## src/rtl/mips_ctrl_pkg.sv

```systemverilog
// Shared encodings for the multi-cycle MIPS controller.
// Opcodes, FSM states, datapath select codes and fault bit indices.
package mips_ctrl_pkg;

  localparam logic [5:0] OP_RTYPE = 6'b000000;
  localparam logic [5:0] OP_ADDI  = 6'b001000;
  localparam logic [5:0] OP_ANDI  = 6'b001100;
  localparam logic [5:0] OP_BEQ   = 6'b000100;
  localparam logic [5:0] OP_JAL   = 6'b000011;
  localparam logic [5:0] OP_LW    = 6'b100011;
  localparam logic [5:0] OP_SW    = 6'b101011;

  typedef enum logic [2:0] {
    S_IDLE,
    S_FETCH,
    S_DECODE,
    S_EXEC,
    S_MEM,
    S_WB,
    S_FAULT
  } state_t;

  localparam logic [2:0] ALU_ADD   = 3'b000;
  localparam logic [2:0] ALU_SUB   = 3'b001;
  localparam logic [2:0] ALU_AND   = 3'b011;
  localparam logic [2:0] ALU_FUNCT = 3'b100;

  localparam logic [1:0] RD_RT = 2'b00;
  localparam logic [1:0] RD_RD = 2'b01;
  localparam logic [1:0] RD_RA = 2'b10;

  localparam logic [1:0] M2R_MDR = 2'b00;
  localparam logic [1:0] M2R_ALU = 2'b01;
  localparam logic [1:0] M2R_PC  = 2'b10;

  localparam logic [1:0] SRCB_RT  = 2'b00;
  localparam logic [1:0] SRCB_4   = 2'b01;
  localparam logic [1:0] SRCB_IMM = 2'b10;
  localparam logic [1:0] SRCB_BR  = 2'b11;

  localparam logic [1:0] PCS_ALU = 2'b00;
  localparam logic [1:0] PCS_BR  = 2'b01;
  localparam logic [1:0] PCS_JMP = 2'b10;

  localparam int FLT_ILLEGAL = 0;
  localparam int FLT_TIMEOUT = 1;

  function automatic logic op_legal(logic [5:0] op);
    return op inside {OP_RTYPE, OP_ADDI, OP_ANDI,
                      OP_BEQ, OP_JAL, OP_LW, OP_SW};
  endfunction

endpackage

```

## src/rtl/mips_ctrl_mem_wait_timer.sv

```systemverilog
// Counts consecutive cycles spent waiting on MemReady.
// Flags expiry on the TIMEOUT_CYCLES-th waiting cycle.
module mem_wait_timer #(
  parameter int TIMEOUT_CYCLES = 255,
  parameter int TO_W           = 8
) (
  input  logic clk,
  input  logic rst,
  input  logic wait_i,
  output logic expired_o
);

  localparam logic [TO_W-1:0] LIMIT = TO_W'(TIMEOUT_CYCLES - 1);

  logic [TO_W-1:0] cnt_q;
  logic [TO_W-1:0] cnt_d;

  // Any non-waiting cycle (state exit or entry) clears the count
  always_comb begin
    cnt_d = wait_i ? cnt_q + TO_W'(1) : '0;
  end

  assign expired_o = wait_i && (cnt_q == LIMIT);

  // Counter register
  always_ff @(posedge clk or posedge rst) begin
    if (rst) cnt_q <= '0;
    else     cnt_q <= cnt_d;
  end

endmodule

```

## src/rtl/multicycle_ctrl.sv

```systemverilog
// Multi-cycle MIPS sequencer: FETCH/DECODE/EXEC/MEM/WB strobes.
// Optional MEM_TIMEOUT_EN bounds MemReady waits and faults on expiry.
module multicycle_ctrl
  import mips_ctrl_pkg::*;
#(
  parameter int TIMEOUT_CYCLES = 255,
  parameter int TO_W           = 8
) (
  input  logic       clk,
  input  logic       rst,
  input  logic       Run,
  input  logic [5:0] OpCode,
  input  logic       Zero,
  input  logic       MemReady,
  output logic       PCWrite,
  output logic [1:0] PCSource,
  output logic       IorD,
  output logic       MemRead,
  output logic       MemWrite,
  output logic       IRWrite,
  output logic       RegWrite,
  output logic [1:0] RegDst,
  output logic [1:0] MemToReg,
  output logic       AluSrcA,
  output logic [1:0] AluSrcB,
  output logic [2:0] AluOp,
  output logic       InstrDone,
  output logic [1:0] Fault
);

  state_t     state_q, state_d;
  logic [5:0] op_q, op_d;
  logic [1:0] fault_q, fault_d;
  state_t     ret_st;
  logic       to_expired;

`ifdef MEM_TIMEOUT_EN
  logic wait_mem;
  assign wait_mem = (state_q == S_FETCH || state_q == S_MEM)
                    && !MemReady;

  mem_wait_timer #(
    .TIMEOUT_CYCLES(TIMEOUT_CYCLES),
    .TO_W          (TO_W)
  ) u_timer (
    .clk      (clk),
    .rst      (rst),
    .wait_i   (wait_mem),
    .expired_o(to_expired)
  );
`else
  logic unused_cfg;
  assign unused_cfg = ^{TIMEOUT_CYCLES, TO_W};
  assign to_expired = 1'b0;
`endif

  assign ret_st = Run ? S_FETCH : S_IDLE;
  assign Fault  = fault_q;

  // State, latched opcode and sticky fault registers
  always_ff @(posedge clk or posedge rst) begin
    if (rst) begin
      state_q <= S_IDLE;
      op_q    <= '0;
      fault_q <= '0;
    end else begin
      state_q <= state_d;
      op_q    <= op_d;
      fault_q <= fault_d;
    end
  end

  // Next-state sequencing
  always_comb begin
    state_d = state_q;
    op_d    = op_q;
    fault_d = fault_q;
    unique case (state_q)
      S_IDLE: begin
        if (Run) state_d = S_FETCH;
      end
      S_FETCH: begin
        if (MemReady) begin
          state_d = S_DECODE;
        end else if (to_expired) begin
          state_d = S_FAULT;
          fault_d[FLT_TIMEOUT] = 1'b1;
        end
      end
      S_DECODE: begin
        op_d = OpCode;
        if (op_legal(OpCode)) begin
          state_d = S_EXEC;
        end else begin
          state_d = S_FAULT;
          fault_d[FLT_ILLEGAL] = 1'b1;
        end
      end
      S_EXEC: begin
        unique case (op_q)
          OP_RTYPE, OP_ADDI, OP_ANDI: state_d = S_WB;
          OP_LW, OP_SW:               state_d = S_MEM;
          OP_BEQ, OP_JAL:             state_d = ret_st;
          default:                    state_d = S_FAULT;
        endcase
      end
      S_MEM: begin
        if (MemReady) begin
          state_d = (op_q == OP_LW) ? S_WB : ret_st;
        end else if (to_expired) begin
          state_d = S_FAULT;
          fault_d[FLT_TIMEOUT] = 1'b1;
        end
      end
      S_WB:    state_d = ret_st;
      S_FAULT: state_d = S_FAULT;
      default: state_d = S_IDLE;
    endcase
  end

  // Datapath strobes and selects per state and latched opcode
  always_comb begin
    PCWrite   = 1'b0;
    PCSource  = PCS_ALU;
    IorD      = 1'b0;
    MemRead   = 1'b0;
    MemWrite  = 1'b0;
    IRWrite   = 1'b0;
    RegWrite  = 1'b0;
    RegDst    = RD_RT;
    MemToReg  = M2R_MDR;
    AluSrcA   = 1'b0;
    AluSrcB   = SRCB_RT;
    AluOp     = ALU_ADD;
    InstrDone = 1'b0;
    unique case (state_q)
      S_FETCH: begin
        MemRead = 1'b1;
        AluSrcB = SRCB_4;
        PCWrite = MemReady;
        IRWrite = MemReady;
      end
      S_DECODE: begin
        AluSrcB = SRCB_BR;
      end
      S_EXEC: begin
        unique case (op_q)
          OP_RTYPE: begin
            AluSrcA = 1'b1;
            AluOp   = ALU_FUNCT;
          end
          OP_ADDI, OP_LW, OP_SW: begin
            AluSrcA = 1'b1;
            AluSrcB = SRCB_IMM;
          end
          OP_ANDI: begin
            AluSrcA = 1'b1;
            AluSrcB = SRCB_IMM;
            AluOp   = ALU_AND;
          end
          OP_BEQ: begin
            AluSrcA   = 1'b1;
            AluOp     = ALU_SUB;
            PCSource  = PCS_BR;
            PCWrite   = Zero;
            InstrDone = 1'b1;
          end
          OP_JAL: begin
            RegWrite  = 1'b1;
            RegDst    = RD_RA;
            MemToReg  = M2R_PC;
            PCWrite   = 1'b1;
            PCSource  = PCS_JMP;
            InstrDone = 1'b1;
          end
          default: ;
        endcase
      end
      S_MEM: begin
        IorD      = 1'b1;
        MemRead   = (op_q == OP_LW);
        MemWrite  = (op_q == OP_SW);
        InstrDone = (op_q == OP_SW) && MemReady;
      end
      S_WB: begin
        RegWrite  = 1'b1;
        InstrDone = 1'b1;
        unique case (op_q)
          OP_RTYPE: begin
            RegDst   = RD_RD;
            MemToReg = M2R_ALU;
          end
          OP_ADDI, OP_ANDI: MemToReg = M2R_ALU;
          default:          MemToReg = M2R_MDR;
        endcase
      end
      default: ;
    endcase
  end

endmodule

```

## config.mk

```make
export PLATFORM = sky130hd
export DESIGN_NAME = multicycle_ctrl
export DESIGN_NICKNAME = d
export VERILOG_FILES = /design/src/rtl/mips_ctrl_pkg.sv /design/src/rtl/mips_ctrl_mem_wait_timer.sv /design/src/rtl/multicycle_ctrl.sv
export SDC_FILE = /design/constraint.sdc
export NUM_CORES = 1
export LEC_CHECK = 0
export ABC_AREA = 0
export CAP_MARGIN = 20
export CORE_UTILIZATION = 38
export DETAILED_ROUTE_END_ITERATION = 7
export PLACE_DENSITY = 0.75
export SLEW_MARGIN = 20
export SYNTH_ARGS = -nofsm -noshare
export SYNTH_HDL_FRONTEND = slang
export SYNTH_HIERARCHICAL = 1
export SYNTH_SLANG_ARGS = --single-unit
export TNS_END_PERCENT = 10
```

## constraint.sdc

```tcl
create_clock -name clk -period 1.77 [get_ports clk]
set_input_delay 0.2655 -clock clk [delete_from_list [all_inputs] [get_ports clk]]
set_output_delay 0.2655 -clock clk [all_outputs]
set_load 0.005 [all_outputs]
```

==> impl_metrics.csv <==
group,metric,value,unit
sta,finClkSkew,9.95,ps
drt,drt_iter0_markers,1,
sta,final.min_clock_period,2110,ps
yosys,synth_seq_cells,10,
place,io_buffers,30,
sta,final_max_slew_viol_count,0,
setup_path,critPathKind,"reg -> out",
yosys,synth_cell_types,32,
pwr,vdd.ir_drop.worst,917,µV
grt,grt_pass1_wl,4120,µm
layout,nNetsFinal,183,
yosys,syn-cell-area,812,µm²
pwr,swShare,0.413,
run_status,violated_checks,"negative setup slack",
pwr,seq_power_share,0.219,
yosys,synth_top_flop_cell,"sky130_fd_sc_hd__dfrtp_1",
setup_path,cp.arrival,1840,ps
drt,drt_wl_total,2620,µm
yosys,ys_seq_area_frac,0.308,
layout,fill_cells,132,
place,dp.cells,187,
pwr,p_switching,907,µW
cts,clock_tree_from_tritoncts,"built",
place,dp_hpwl,1940,µm
die,std_cell_rows,16,
run_status,status,"finished, violations left",
pwr,comb_power_share,0.717,
layout,fin_util,0.770,
yosys,synth.cells.most_frequent,"12 x sky130_fd_sc_hd__nor2_1, 10 x sky130_fd_sc_hd__dfrtp_1, 8 x sky130_fd_sc_hd__nand2b_1",
layout,antenna-diode-count,0,
grt,grt_max_degree,13,
setup_path,worstRegToRegCells,8,
cts,max_buffers_root_to_sink,2,
drt,avgViaCountPerCell,5.01,
drt,drt.antenna.violating_nets,0,
yosys,synth_area_leaders,"sky130_fd_sc_hd__dfrtp_1 31%, sky130_fd_sc_hd__mux2_2 8.3%, sky130_fd_sc_hd__nand2b_1 6.2%",
yosys,count_of_flip_flops_with_a_built_in_enable_after_synthesis,0,
layout,stdcell_count,197,
place,gp_routability_congestion,0.802,
yosys,post-synth-top-area-cell,"sky130_fd_sc_hd__dfrtp_1",
yosys,ys_async_sr_fraction,1.00,
pwr,power.internal,1.29,mW
drt,drt_pre_antenna_iters,4,
cts,cts.sink_count,10,
die,vertical_die_dimension,48.2,µm
cts,root_buffer,"sky130_fd_sc_hd__clkbuf_4",
die,coreArea,1980,µm²
layout,drive_above_1_share,0.529,
grt,antenna_violations_before_repair,0,
cts,clkTransAtPathRegs,60,ps
yosys,netlist.area_leader.share,0.308,
yosys,synth_most_common_cell,"sky130_fd_sc_hd__nor2_1",
job,cap_violations,0,
yosys,syn_nets,114,
sta,finalSetupViolCount,17,
die,die_area,2330,µm²
pwr,power_per_cell_area,1440,nW/µm²
place,preCtsSetupSlack,-408,ps
worst_hold_path,min_path_type,"in -> async",
drt,drt_drc_violations_left,0,
setup_path,crit_path_end_kind,"primary output",
cts,numCtsBuffers,3,
sta,finalCritPeriodShare,1.19,
drt,detailroute.via_count,987,
sta,fmax,0.474,GHz
layout,layout-area-overhead-vs-synth,87.8,%
yosys,syn-mean-instance-area,7.88,µm²
pwr,p_leak,0.727,nW
drt,route.detailed.wl_per_inst,13.3,µm
sta,unrepaired_setup_endpoints_after_global_routing,"yes",
grt,gr-total-overflow,0,
sta,timing_hold_violations_final,0,
grt,grt_util_all_layers,0.253,
setup_path,startpoint_type_of_the_worst_setup_path,"register",
sta,final_critical_path_setup_slack,-339,ps
pwr,total_power,2.19,mW
setup_path,critPathRequiredTime,1500,ps
cts,worst_skew_pair.late_latency,260,ps
pwr,clkPwrFrac,0.065,
die,initial_utilization,0.410,
yosys,post_synthesis_cells,103,
die,floorplan.die.width,48.2,µm
cts,cts.htree.levels,1,
yosys,yosysWarningCount,6,
setup_path,crit_path_max_fanout,4,
grt,first_global_vias,955,
cts,postCtsHoldBufs,0,
die,top_level_ports,32,
-- power groups by stage --
stage / Combinational, mW / Sequential [mW] / Clock [mW]
after floorplan: 0.664 / 0.414 / 0
after global placement: 1.26 / 0.439 / 0
after detailed placement: 1.30 / 0.453 / 0
after CTS: 1.43 / 0.462 / 0.148
after global routing: 1.71 / 0.501 / 0.159
final: 1.57 / 0.479 / 0.142
-- per-layer routing --
| layer | GRT usage | share of wire | up-vias |
|---|---|---|---|
| met5 | 0 | 0 | - |
| met4 | 0.100 | 0.0019 | 0 |
| met3 | 0.0185 | 0.039 | 2 |
| met2 | 0.440 | 0.51 | 31 |
| met1 | 0.326 | 0.45 | 458 |
| li1 | - | - | 496 |
-- cell families after synthesis --
logic type,count (synthesis),share of synthesized area
other,1,0.00462
XOR/XNOR,1,0.0108
AO/OA/AOI/OAI,23,0.190
AND/OR/NAND/NOR,50,0.336
buffers and inverters,12,0.0678
flip-flops,10,0.308
multiplexers,6,0.0832
-- flip-flops by register name, summed over array words and instances, names as in the netlist --
signal and count:
op_q 6, state_q 3, Fault 1
-- cells in the final DEF (no fill, tap or decap), types with 3 or more instances in the layout --
cell type | Yosys | layout
sky130_fd_sc_hd__nand2b_1 | 8 | 6
sky130_fd_sc_hd__nor2_4 | 0 | 3
sky130_fd_sc_hd__nor2_1 | 12 | 8
sky130_fd_sc_hd__nor2b_1 | 6 | 4
sky130_fd_sc_hd__nand2_1 | 7 | 5
sky130_fd_sc_hd__inv_1 | 4 | 4
sky130_fd_sc_hd__clkdlybuf4s50_1 | 0 | 11
sky130_fd_sc_hd__buf_2 | 2 | 12
sky130_fd_sc_hd__and2_1 | 3 | 3
sky130_fd_sc_hd__clkbuf_4 | 0 | 3
sky130_fd_sc_hd__buf_6 | 0 | 5
sky130_fd_sc_hd__o21ai_0 | 4 | 3
sky130_fd_sc_hd__mux2_2 | 6 | 6
sky130_fd_sc_hd__dfrtp_1 | 10 | 8
sky130_fd_sc_hd__a21oi_1 | 6 | 5
sky130_fd_sc_hd__buf_4 | 2 | 38
-- critical path: stages (launching register included) --
cell	delay (ps)
sky130_fd_sc_hd__dfrtp_2	430
sky130_fd_sc_hd__buf_6	120
sky130_fd_sc_hd__or4_4	410
sky130_fd_sc_hd__or4_1	410
sky130_fd_sc_hd__nor2_1	100
sky130_fd_sc_hd__buf_2	120
-- layout make-up --
type | instances | area (µm²) | area share
well taps | 27 | 33.8 | 0.0221
multi-input cells | 81 | 631 | 0.413
repair buffers | 72 | 571 | 0.374
clock buffers | 3 | 22.5 | 0.0148
flip-flops and latches | 10 | 253 | 0.166
inverters | 4 | 15.0 | 0.00984
-- per-stage QoR --
| step | hold WS, ps | TNS, ps | area (µm²) |
|---|---|---|---|
| after global placement | 455 | -4870 | 1370 |
| after global routing | 321 | -4220 | 1530 |
| after CTS | 282 | -3380 | 1470 |
| final | 276 | -2790 | 1530 |
| after floorplan | 106 | 0 | 812 |
| after detailed placement | 460 | -5180 | 1370 |
-- worst paths after layout --
path / slack, ps / to / start
worst min register to register: 480 / Fault[0] / Fault[0]
max in group asynchronous: 1200 / state_q[0] / rst
worst min-delay path: 280 / op_q[1] / rst
worst max-delay path: -340 / RegDst[0] / op_q[4]
min in group clk: 480 / Fault[0] / Fault[0]
worst max register to register: -90 / state_q[0] / op_q[4]
-- repair_timing --
item	in CTS	in global routing
hold endpoints to repair	0	0
resized for setup	72	18
setup endpoints to repair	20	19
pin swaps	11	1
buffers inserted	4	3
Note: power is estimated with default switching activity, not from simulation.
